<file path="config.mk">
export PLATFORM = sky130hd
export DESIGN_NAME = cam_lane_aligner
export DESIGN_NICKNAME = d
export VERILOG_FILES = /design/src/rtl/cam_lane_aligner.sv
export SDC_FILE = /design/constraint.sdc
export NUM_CORES = 1
export LEC_CHECK = 0
export BUFFER_PORTS_ARGS = -buffer_cell sky130_fd_sc_hd__buf_2
export CORE_MARGIN = 2
export CORE_UTILIZATION = 35
export DETAILED_ROUTE_END_ITERATION = 12
export PLACE_DENSITY = 0.54
export SYNTH_ARGS = -nofsm -noshare
export SYNTH_HDL_FRONTEND = slang
export SYNTH_SLANG_ARGS = --single-unit
</file>
<file path="constraint.sdc">
create_clock -name c -period 2.02 [get_ports c]
set_clock_uncertainty 0.05 [all_clocks]
set_input_delay 0.202 -clock c [delete_from_list [all_inputs] [get_ports c]]
set_output_delay 0.202 -clock c [all_outputs]
set_load 0.01 [all_outputs]
</file>
<file path="src/rtl/cam_lane_aligner.sv">
// cam_lane_aligner: per-camera LVDS word aligner; bitslips each lane until it shows TRAIN_PATTERN, then forwards data.
// Ports: c/rst_n clock and async active-low reset; start (re)train pulse; pll_locked deserializer lock;
// rxd raw lane words in, rxd_out polarity-corrected registered words out; bitslip per-lane slip pulses;
// data_valid/aligned high in LOCKED; fail training ended with a failed lane; lane_ok/lane_fail/slip_cnt per-lane status.
module cam_lane_aligner #(
    parameter int               LANES         = 5,
    parameter int               DESER         = 8,
    parameter logic [DESER-1:0] TRAIN_PATTERN = 8'h3A,
    parameter logic [LANES-1:0] INVERT_MASK   = '0,
    parameter int               SETTLE_CYC    = 64,
    parameter int               SLIP_WAIT     = 4,
    parameter int               MATCH_CNT     = 16,
    parameter int               MAX_SLIPS     = 2*DESER,
    localparam int              SCW           = $clog2(MAX_SLIPS+1)
) (
    input  logic                   c,
    input  logic                   rst_n,
    input  logic                   start,
    input  logic                   pll_locked,
    input  logic [LANES*DESER-1:0] rxd,
    output logic [LANES-1:0]       bitslip,
    output logic [LANES*DESER-1:0] rxd_out,
    output logic                   data_valid,
    output logic                   aligned,
    output logic                   fail,
    output logic [LANES-1:0]       lane_ok,
    output logic [LANES-1:0]       lane_fail,
    output logic [LANES*SCW-1:0]   slip_cnt
);
    localparam int MW  = $clog2(MATCH_CNT+1);
    localparam int WW  = $clog2(SLIP_WAIT+2);
    localparam int STW = $clog2(SETTLE_CYC+1);

    typedef enum logic [2:0] {S_IDLE, S_SETTLE, S_TRAIN, S_LOCKED, S_FAIL} state_t;

    state_t                 state_q, state_d;
    logic [STW-1:0]         settle_q, settle_d;
    logic [LANES*DESER-1:0] w_q, w_d;
    logic [MW-1:0]          match_q [LANES];
    logic [MW-1:0]          match_d [LANES];
    logic [SCW-1:0]         slip_q [LANES];
    logic [SCW-1:0]         slip_d [LANES];
    logic [WW-1:0]          wait_q [LANES];
    logic [WW-1:0]          wait_d [LANES];
    logic [LANES-1:0]       bitslip_q, bitslip_d;
    logic [LANES-1:0]       ok_q, ok_d;
    logic [LANES-1:0]       lfail_q, lfail_d;
    logic                   aligned_q, aligned_d;
    logic                   fail_q, fail_d;

    always_comb begin
        w_d = rxd;
        for (int i = 0; i < LANES; i++)
            w_d[i*DESER +: DESER] = rxd[i*DESER +: DESER] ^ {DESER{INVERT_MASK[i]}};
        state_d   = state_q;
        settle_d  = settle_q;
        match_d   = match_q;
        slip_d    = slip_q;
        wait_d    = wait_q;
        bitslip_d = '0;
        ok_d      = ok_q;
        lfail_d   = lfail_q;
        if (state_q != S_IDLE && !pll_locked) begin
            // status flags and slip counts are kept for debug after losing lock
            state_d = S_IDLE;
            for (int i = 0; i < LANES; i++) begin
                match_d[i] = '0;
                wait_d[i]  = '0;
            end
        end else if (start && pll_locked) begin
            state_d  = S_SETTLE;
            settle_d = '0;
            ok_d     = '0;
            lfail_d  = '0;
            for (int i = 0; i < LANES; i++) begin
                match_d[i] = '0;
                slip_d[i]  = '0;
                wait_d[i]  = '0;
            end
        end else begin
            case (state_q)
                S_SETTLE: begin
                    if (settle_q == STW'(SETTLE_CYC-1)) state_d = S_TRAIN;
                    else settle_d = settle_q + 1'b1;
                end
                S_TRAIN: begin
                    if (&ok_q) state_d = S_LOCKED;
                    else if (&(ok_q | lfail_q)) state_d = S_FAIL;
                    for (int i = 0; i < LANES; i++) begin
                        if (!ok_q[i] && !lfail_q[i]) begin
                            // wait covers the pulse cycle plus SLIP_WAIT quiet cycles
                            if (wait_q[i] != '0) begin
                                wait_d[i] = wait_q[i] - 1'b1;
                            end else if (w_q[i*DESER +: DESER] == TRAIN_PATTERN) begin
                                match_d[i] = match_q[i] + 1'b1;
                                if (match_q[i] == MW'(MATCH_CNT-1)) ok_d[i] = 1'b1;
                            end else if (slip_q[i] == SCW'(MAX_SLIPS)) begin
                                lfail_d[i] = 1'b1;
                            end else begin
                                match_d[i]   = '0;
                                bitslip_d[i] = 1'b1;
                                slip_d[i]    = slip_q[i] + 1'b1;
                                wait_d[i]    = WW'(SLIP_WAIT+1);
                            end
                        end
                    end
                end
                default: ;
            endcase
        end
        aligned_d = state_d == S_LOCKED;
        fail_d    = state_d == S_FAIL;
    end

    always_ff @(posedge c or negedge rst_n) begin
        if (!rst_n) begin
            state_q   <= S_IDLE;
            settle_q  <= '0;
            w_q       <= '0;
            match_q   <= '{default: '0};
            slip_q    <= '{default: '0};
            wait_q    <= '{default: '0};
            bitslip_q <= '0;
            ok_q      <= '0;
            lfail_q   <= '0;
            aligned_q <= 1'b0;
            fail_q    <= 1'b0;
        end else begin
            state_q   <= state_d;
            settle_q  <= settle_d;
            w_q       <= w_d;
            match_q   <= match_d;
            slip_q    <= slip_d;
            wait_q    <= wait_d;
            bitslip_q <= bitslip_d;
            ok_q      <= ok_d;
            lfail_q   <= lfail_d;
            aligned_q <= aligned_d;
            fail_q    <= fail_d;
        end
    end

    always_comb begin
        slip_cnt = '0;
        for (int i = 0; i < LANES; i++) slip_cnt[i*SCW +: SCW] = slip_q[i];
    end

    assign bitslip    = bitslip_q;
    assign rxd_out    = w_q;
    assign aligned    = aligned_q;
    assign data_valid = aligned_q;
    assign fail       = fail_q;
    assign lane_ok    = ok_q;
    assign lane_fail  = lfail_q;
endmodule

</file>
==> results of run 1 <==
[repair_timing]
action,4_1_cts,5_1_grt
setup endpoints to repair,0,21
hold buffers,41,0
setup buffers,0,1
gates resized for setup,0,19
hold endpoints to repair,84,0
[sequential cells by signal, summed over array words and instances, names as in the netlist]
name and count:
aligned 1, bitslip 5, fail 1, lane_fail 5, lane_ok 5, match_q 25
rxd_out 40, settle_q 7, slip_cnt 25, state_q 3, wait_q 15
[cells in the final DEF (no fill, tap or decap), types with 3 or more instances in the layout]
master	instances
a211o_1	4
a211oi_1	5
a21oi_1	14
a22o_1	3
a22oi_1	3
a31oi_1	6
a41oi_1	3
and2_1	11
and3_1	13
buf_2	125
buf_4	47
bufinv_16	4
clkbuf_16	17
clkinv_4	5
dfrtp_1	130
dlygate4sd3_1	41
ha_1	25
inv_1	28
mux2_2	3
mux2i_1	13
nand2_1	27
nand2b_1	6
nand3_1	23
nand4_1	3
nand4bb_1	8
nor2_1	77
nor2b_1	6
nor3_1	16
nor3_2	3
nor3b_1	7
nor4_1	6
nor4_2	3
o211ai_1	4
o21ai_0	20
o31ai_1	5
or2_2	3
or3_1	3
or4bb_1	3
xnor2_1	17
xor2_1	3
[where the power goes]
part           internal [W]  total [W]  switching, W
registers           0.00275    0.00282     0.0000764
clock network       0.00211    0.00331       0.00120
logic              0.000311   0.000695      0.000383
total               0.00517    0.00683       0.00166
[worst min path at each step]
| stage | startpoint | endpoint | depth (start not counted) |
|---|---|---|---|
| floorplan | rst_n | aligned | 0 |
| global route | start | state_q[1] | 2 |
| finish | start | state_q[1] | 2 |
| global placement | rst_n | match_q[12] | 1 |
| detailed placement | rst_n | match_q[11] | 1 |
| CTS | start | state_q[1] | 2 |
[cell type report]
| class | instances | area [um2] |
|---|---|---|
| timing repair buffer | 215 | 1420 |
| tap | 220 | 275.3 |
| sequential | 132 | 3306 |
| inverter | 28 | 105.1 |
| fill | 1513 | 8277 |
| clock inverter | 14 | 201.4 |
| clock buffer | 18 | 439.2 |
| multi-input combinational | 384 | 2619 |
[stage by stage]
step | setup TNS, ns | cell area, um2
2_1_floorplan | 0 | 5988
3_3_place_gp | 0 | 7222
3_5_place_dp | 0 | 7222
4_1_cts | 0 | 8273
5_1_grt | -0.03591 | 8366
6_report | 0 | 8366
[kinds of logic after synthesis]
group	Yosys count	synth area share
AO/OA/AOI/OAI	88	0.09988
XOR/XNOR	20	0.02925
adder cells (fa/ha/maj)	26	0.05432
buffers and inverters	40	0.02653
flip-flops	132	0.5516
multiplexers	16	0.02737
AND/OR/NAND/NOR	234	0.2110
[metal layers]
layer	routed length (um)	part of all wire	up-vias
met2	7676	0.50	151
li1	-	-	2435
met3	647	0.042	23
met4	295	0.019	0
met1	6852	0.44	2454
met5	0	0	-
==> metrics.md, run 1 <==
| Metric | Value |
|---|---|
| Status | `completed` |
| Initial Utilization | `0.3598` |
| Site Rows | `between 40 and 50` |
| Layout Nets | `848` |
| Buf/Inv on CP | `0` |
| Synth Warn # | `0` |
| Mean post-synth cell area | `between 10 and 15 um2` |
| Synth area leaders | `dfrtp_1 (55%), ha_1 (5.4%), nor2_1 (4.9%), xnor2_1 (2.5%), mux2i_1 (2.2%)` |
| Fin. max-slew vios | `0` |
| Syn nets | `between 600 and 700` |
| Number of distinct library cells after synthesis | `57` |
| Num CTS Buffers | `17` |
| RR Endpoint | `wait_q[2]` |
| Sink Count | `~130` |
| Largest delay share family, worst path | `simple AND/OR/NAND/NOR gates` |
| WP depth | `5` |
| Most instantiated cells after synthesis | `dfrtp_1 (132), nor2_1 (78), inv_1 (28)` |
| Largest net degree at the start of global routing | `about 50` |
| Setup slack after placement | `0.05061 ns` |
| Gr ovfl total | `0` |
| Max Fclk | `520.5 MHz` |
| Worst setup path start | `rxd_out[39]` |
| GRT Max-Usage Layer | `met2` |
| Core area | `16640 um2` |
| H-tree depth | `4` |
| Minimum clock period | `between 1.5 and 2 ns` |
| Most used DFF post-synth | `dfrtp_1` |
| Critical path peak fanout | `5` |
| Endpoints failing hold | `0` |
| GR Util met1 | `0.2278` |
| ANT cells | `0` |
| Peak VDD IR | `approximately 0.59 mV` |
| Clock buffer depth | `2` |
| M3 GR Usage | `0.03904` |
| Cell area power density | `816.4 nW/um2` |
| Setup CP Type | `flip-flop to flip-flop` |
| Total power | `~0.0068 W` |
| Synth Register Bits | `roughly 130` |
| Cell taking the most area after synthesis | `dfrtp_1` |
| Hold Crit Class | `primary input to flip-flop` |
| First-pass GRT wire length | `around 25000 um` |
| Worst Setup Start Kind | `flip-flop` |
| TritonRoute pass-1 iters | `4` |
| Count leader, synth | `dfrtp_1` |
| Finished Layout Cells | `1011` |
| Mean routed wirelength per cell | `roughly 15 um` |
| Slew headroom | `0.5792` |
| Layout area overhead | `39.70%` |
| Tightest Pin Transition | `about 0.63 ns` |
| CP endpoint | `wait_q[2]` |
| Ys async rst share | `1.000` |
| Critical R2R Launch | `rxd_out[39]` |
| Post-DP HPWL | `11230 um` |
| Port bufs | `roughly 130` |
| Drt total wl | `roughly 15000 um` |
| Reg2reg setup slack | `0.1 ns` |
| Fin util | `0.5027` |
| Top Ports | `approximately 130` |
| GRT Overall Usage | `0.1781` |
| Arr. time, crit path | `2.17 ns` |
| Final setup viols | `0` |
| Routed via count | `slightly above 5000` |
| Post-Syn Instances | `556` |
| TritonCTS clock tree | `built` |
| GPL Wtd Cong | `0.8708` |
| Inst Count DP | `around 940` |
| Routed vias/inst | `between 5 and 6` |
| Hold Slack | `a little over 0.07 ns` |
| Max-cap viol count | `0` |
| Worst skew pair latency | `0.42 ns` |
| Vias in the first global route | `between 5000 and 6000` |
| CP endpoint kind | `flip-flop` |
| DRT antenna net count | `0` |
| Reg clk slew, reported paths | `0.06 ns` |
| FF-to-FF path depth | `5` |
| Register area share after synthesis | `0.5516` |
| Die area | `around 18000 um2` |
| Die H | `between 100 and 150 um` |
| Part of the cycle the worst path needs | `0.9512` |
| Die W | `approximately 130 um` |
| Met2 GRT Util | `0.2970` |
| Drc violations | `0` |
| Cell Chain, Critical Path | `or4bb_1, o21bai_2, a21oi_1, mux2i_1, and2_1` |
| Initial antenna violation count | `0` |
| Post-synth EDFFs | `0` |
| Share of Yosys cell area claimed by the top area cell type | `0.5516` |
| Initial DRC count | `between 200 and 300` |
| Layout cells sized above 1 | `0.3009` |
| Cell Area, Synth | `5988 um2` |
| RSZ-0062 raised after global routing | `yes` |
| Crit path required time | `2.27 ns` |
| Leakage | `about 4 nW` |
| CP peak stage delay | `~0.6 ns` |
| CP max-delay cell | `or4bb_1` |
| CTS root buffer | `clkbuf_16` |
| Final WS setup | `approximately 0.099 ns` |
(Power assumes the default switching activity.)
==> run 2: changes to the inputs <==
--- a/config.mk
+++ b/config.mk
@@ -10,6 +10,7 @@
 export CORE_UTILIZATION = 35
 export DETAILED_ROUTE_END_ITERATION = 12
 export PLACE_DENSITY = 0.54
+export SETUP_SLACK_MARGIN = 0.2
 export SYNTH_ARGS = -nofsm -noshare
 export SYNTH_HDL_FRONTEND = slang
 export SYNTH_SLANG_ARGS = --single-unit
==> run 2 against run 1 <==
Compared with the run above:
- worst hold slack worse by 0.0022 ns
- critical endpoint is now slip_cnt[3]
- sequential power is essentially flat
- critical path depth increased by 1
- fmax is 2.1% higher
- largest cell class unchanged
- critical path type unchanged
==> metrics.md, run 2 (synthesis gave the netlist of run 1 again) <==
| Metric | Value |
|---|---|
| Top Ports | `between 100 and 150` |
| Die H | `around 130 um` |
| Cell area power density | `slightly below 800 nW/um2` |
| Clock buffer depth | `2` |
| Max Fclk | `531.3 MHz` |
| Hold Crit Class | `primary input to flip-flop` |
| Setup CP Type | `flip-flop to flip-flop` |
| Sink Count | `around 130` |
| Final WS setup | `approximately 0.14 ns` |
| Minimum clock period | `1.882 ns` |
| RSZ-0062 raised after global routing | `yes` |
| Drc violations | `0` |
| Most frequent cells in the layout | `dfrtp_1 (127), buf_2 (125), nor2_1 (69), buf_4 (62), dlygate4sd3_1 (41)` |
| Site Rows | `47` |
| Mean routed wirelength per cell | `between 15 and 20 um` |
| Routed via count | `5239` |
| Die area | `18170 um2` |
| Largest net degree at the start of global routing | `61` |
| Final setup viols | `0` |
| Port bufs | `roughly 130` |
| Setup slack after placement | `between 0.05 and 0.06 ns` |
| Die W | `around 130 um` |
| Fin. max-slew vios | `0` |
| Gr ovfl total | `0` |
| Worst Setup Start Kind | `flip-flop` |
| Core area | `between 15000 and 20000 um2` |
| Initial Utilization | `0.3598` |
| Drt total wl | `between 15000 and 20000 um` |
| Reg clk slew, reported paths | `approximately 0.060 ns` |
| Layout Nets | `approximately 870` |
| H-tree depth | `4` |
| Num CTS Buffers | `17` |
| Inst Count DP | `about 930` |
| Routed vias/inst | `5.077` |
| Most common cell after layout, fill and taps aside | `dfrtp_1` |
| Status | `completed` |
| Critical path peak fanout | `5` |
| Tightest Pin Transition | `roughly 0.51 ns` |
| Post-DP HPWL | `between 10000 and 15000 um` |
| Arr. time, crit path | `~2.2 ns` |
| Leakage | `4.161 nW` |
| First-pass GRT wire length | `26280 um` |
| GPL Wtd Cong | `0.8136` |
| TritonCTS clock tree | `built` |
| TritonRoute pass-1 iters | `5` |
| Layout area overhead | `48.12%` |
| Slew headroom | `0.6578` |
| GRT Overall Usage | `0.1847` |
| Peak VDD IR | `slightly above 0.6 mV` |
| Worst skew pair latency | `0.42 ns` |
| Initial DRC count | `slightly below 300` |
| Vias in the first global route | `~5400` |
| DRT antenna net count | `0` |
| Max-cap viol count | `0` |
| Post-route setup TNS | `0 ns` |
| Part of the cycle the worst path needs | `0.9319` |
| CTS root buffer | `clkbuf_16` |
| Endpoints failing hold | `0` |
| Layout cells sized above 1 | `0.3793` |
| Initial antenna violation count | `0` |
| Finished Layout Cells | `1032` |
| CP endpoint kind | `flip-flop` |
| Max FFs per register | `40` |
| ANT cells | `0` |
| Crit path required time | `2.32 ns` |
| Fin util | `0.5330` |
[run 2: changes by cell type in the layout (fill, tap and decap cells not counted), sizes merged]
cell and delta:
buf +21, clkbuf +2, inv -2, bufinv -1
clkinvlp +1
[run 2: power by group]
| group | switching, W | internal (W) |
|---|---|---|
| clock network | 0.00118 | 0.00204 |
| logic | 0.000429 | 0.000399 |
| registers | 0.0000764 | 0.00275 |
| total | 0.00168 | 0.00518 |
[run 2: worst paths after layout]
path | to | from | cells past startpoint | slack (ns)
max in group asynchronous | slip_cnt[6] | rst_n | 3 | 0.96
setup / recovery | slip_cnt[3] | state_q[0] | 6 | 0.14
hold / removal | state_q[1] | start | 2 | 0.07
min in group asynchronous | rxd_out[6] | rst_n | 2 | 0.26
setup reg to reg | slip_cnt[3] | state_q[0] | 6 | 0.14
hold reg to reg | match_q[3] | match_q[3] | 1 | 0.43
[run 2: final cells by class]
class | count | area [um2]
clock buffer | 20 | 466.7
timing repair buffer | 236 | 1609
tap | 220 | 275.3
sequential | 132 | 3309
inverter | 28 | 105.1
multi-input combinational | 384 | 2950
clock inverter | 12 | 153.9
fill | 1476 | 7772
[run 2: what timing repair did]
item,CTS,global route
hold buffers,41,0
resized for setup,32,59
setup endpoints to repair,51,75
endpoints found under the hold margin,75,0
setup buffers,14,13
pin swaps,15,28
[run 2: layer usage]
layer	global-route usage	wire length, um
met3	0.06306	1078
met5	0	0
met1	0.2232	6937
met4	0.05497	311
met2	0.3127	7838
[run 2: metrics by stage]
stage | hold slack [ns] | total power [W] | instance area, um2
final | 0.06950 | 0.006864 | 8870
after global routing | 0.06653 | 0.007164 | 8870
after CTS | 0.02664 | 0.006865 | 8493
after detailed placement | 0.1631 | 0.003516 | 7213
after global placement | 0.1542 | 0.003495 | 7213
after floorplan | -0.1436 | 0.003154 | 6015
[run 2: critical path, cell delays in order (launching register included)]
cell and delay [ns]:
dfrtp_1 0.43, nor3b_4 0.26, buf_6 0.14, nand3_4 0.07
or3_4 0.40, or4_1 0.40, nand2_1 0.07
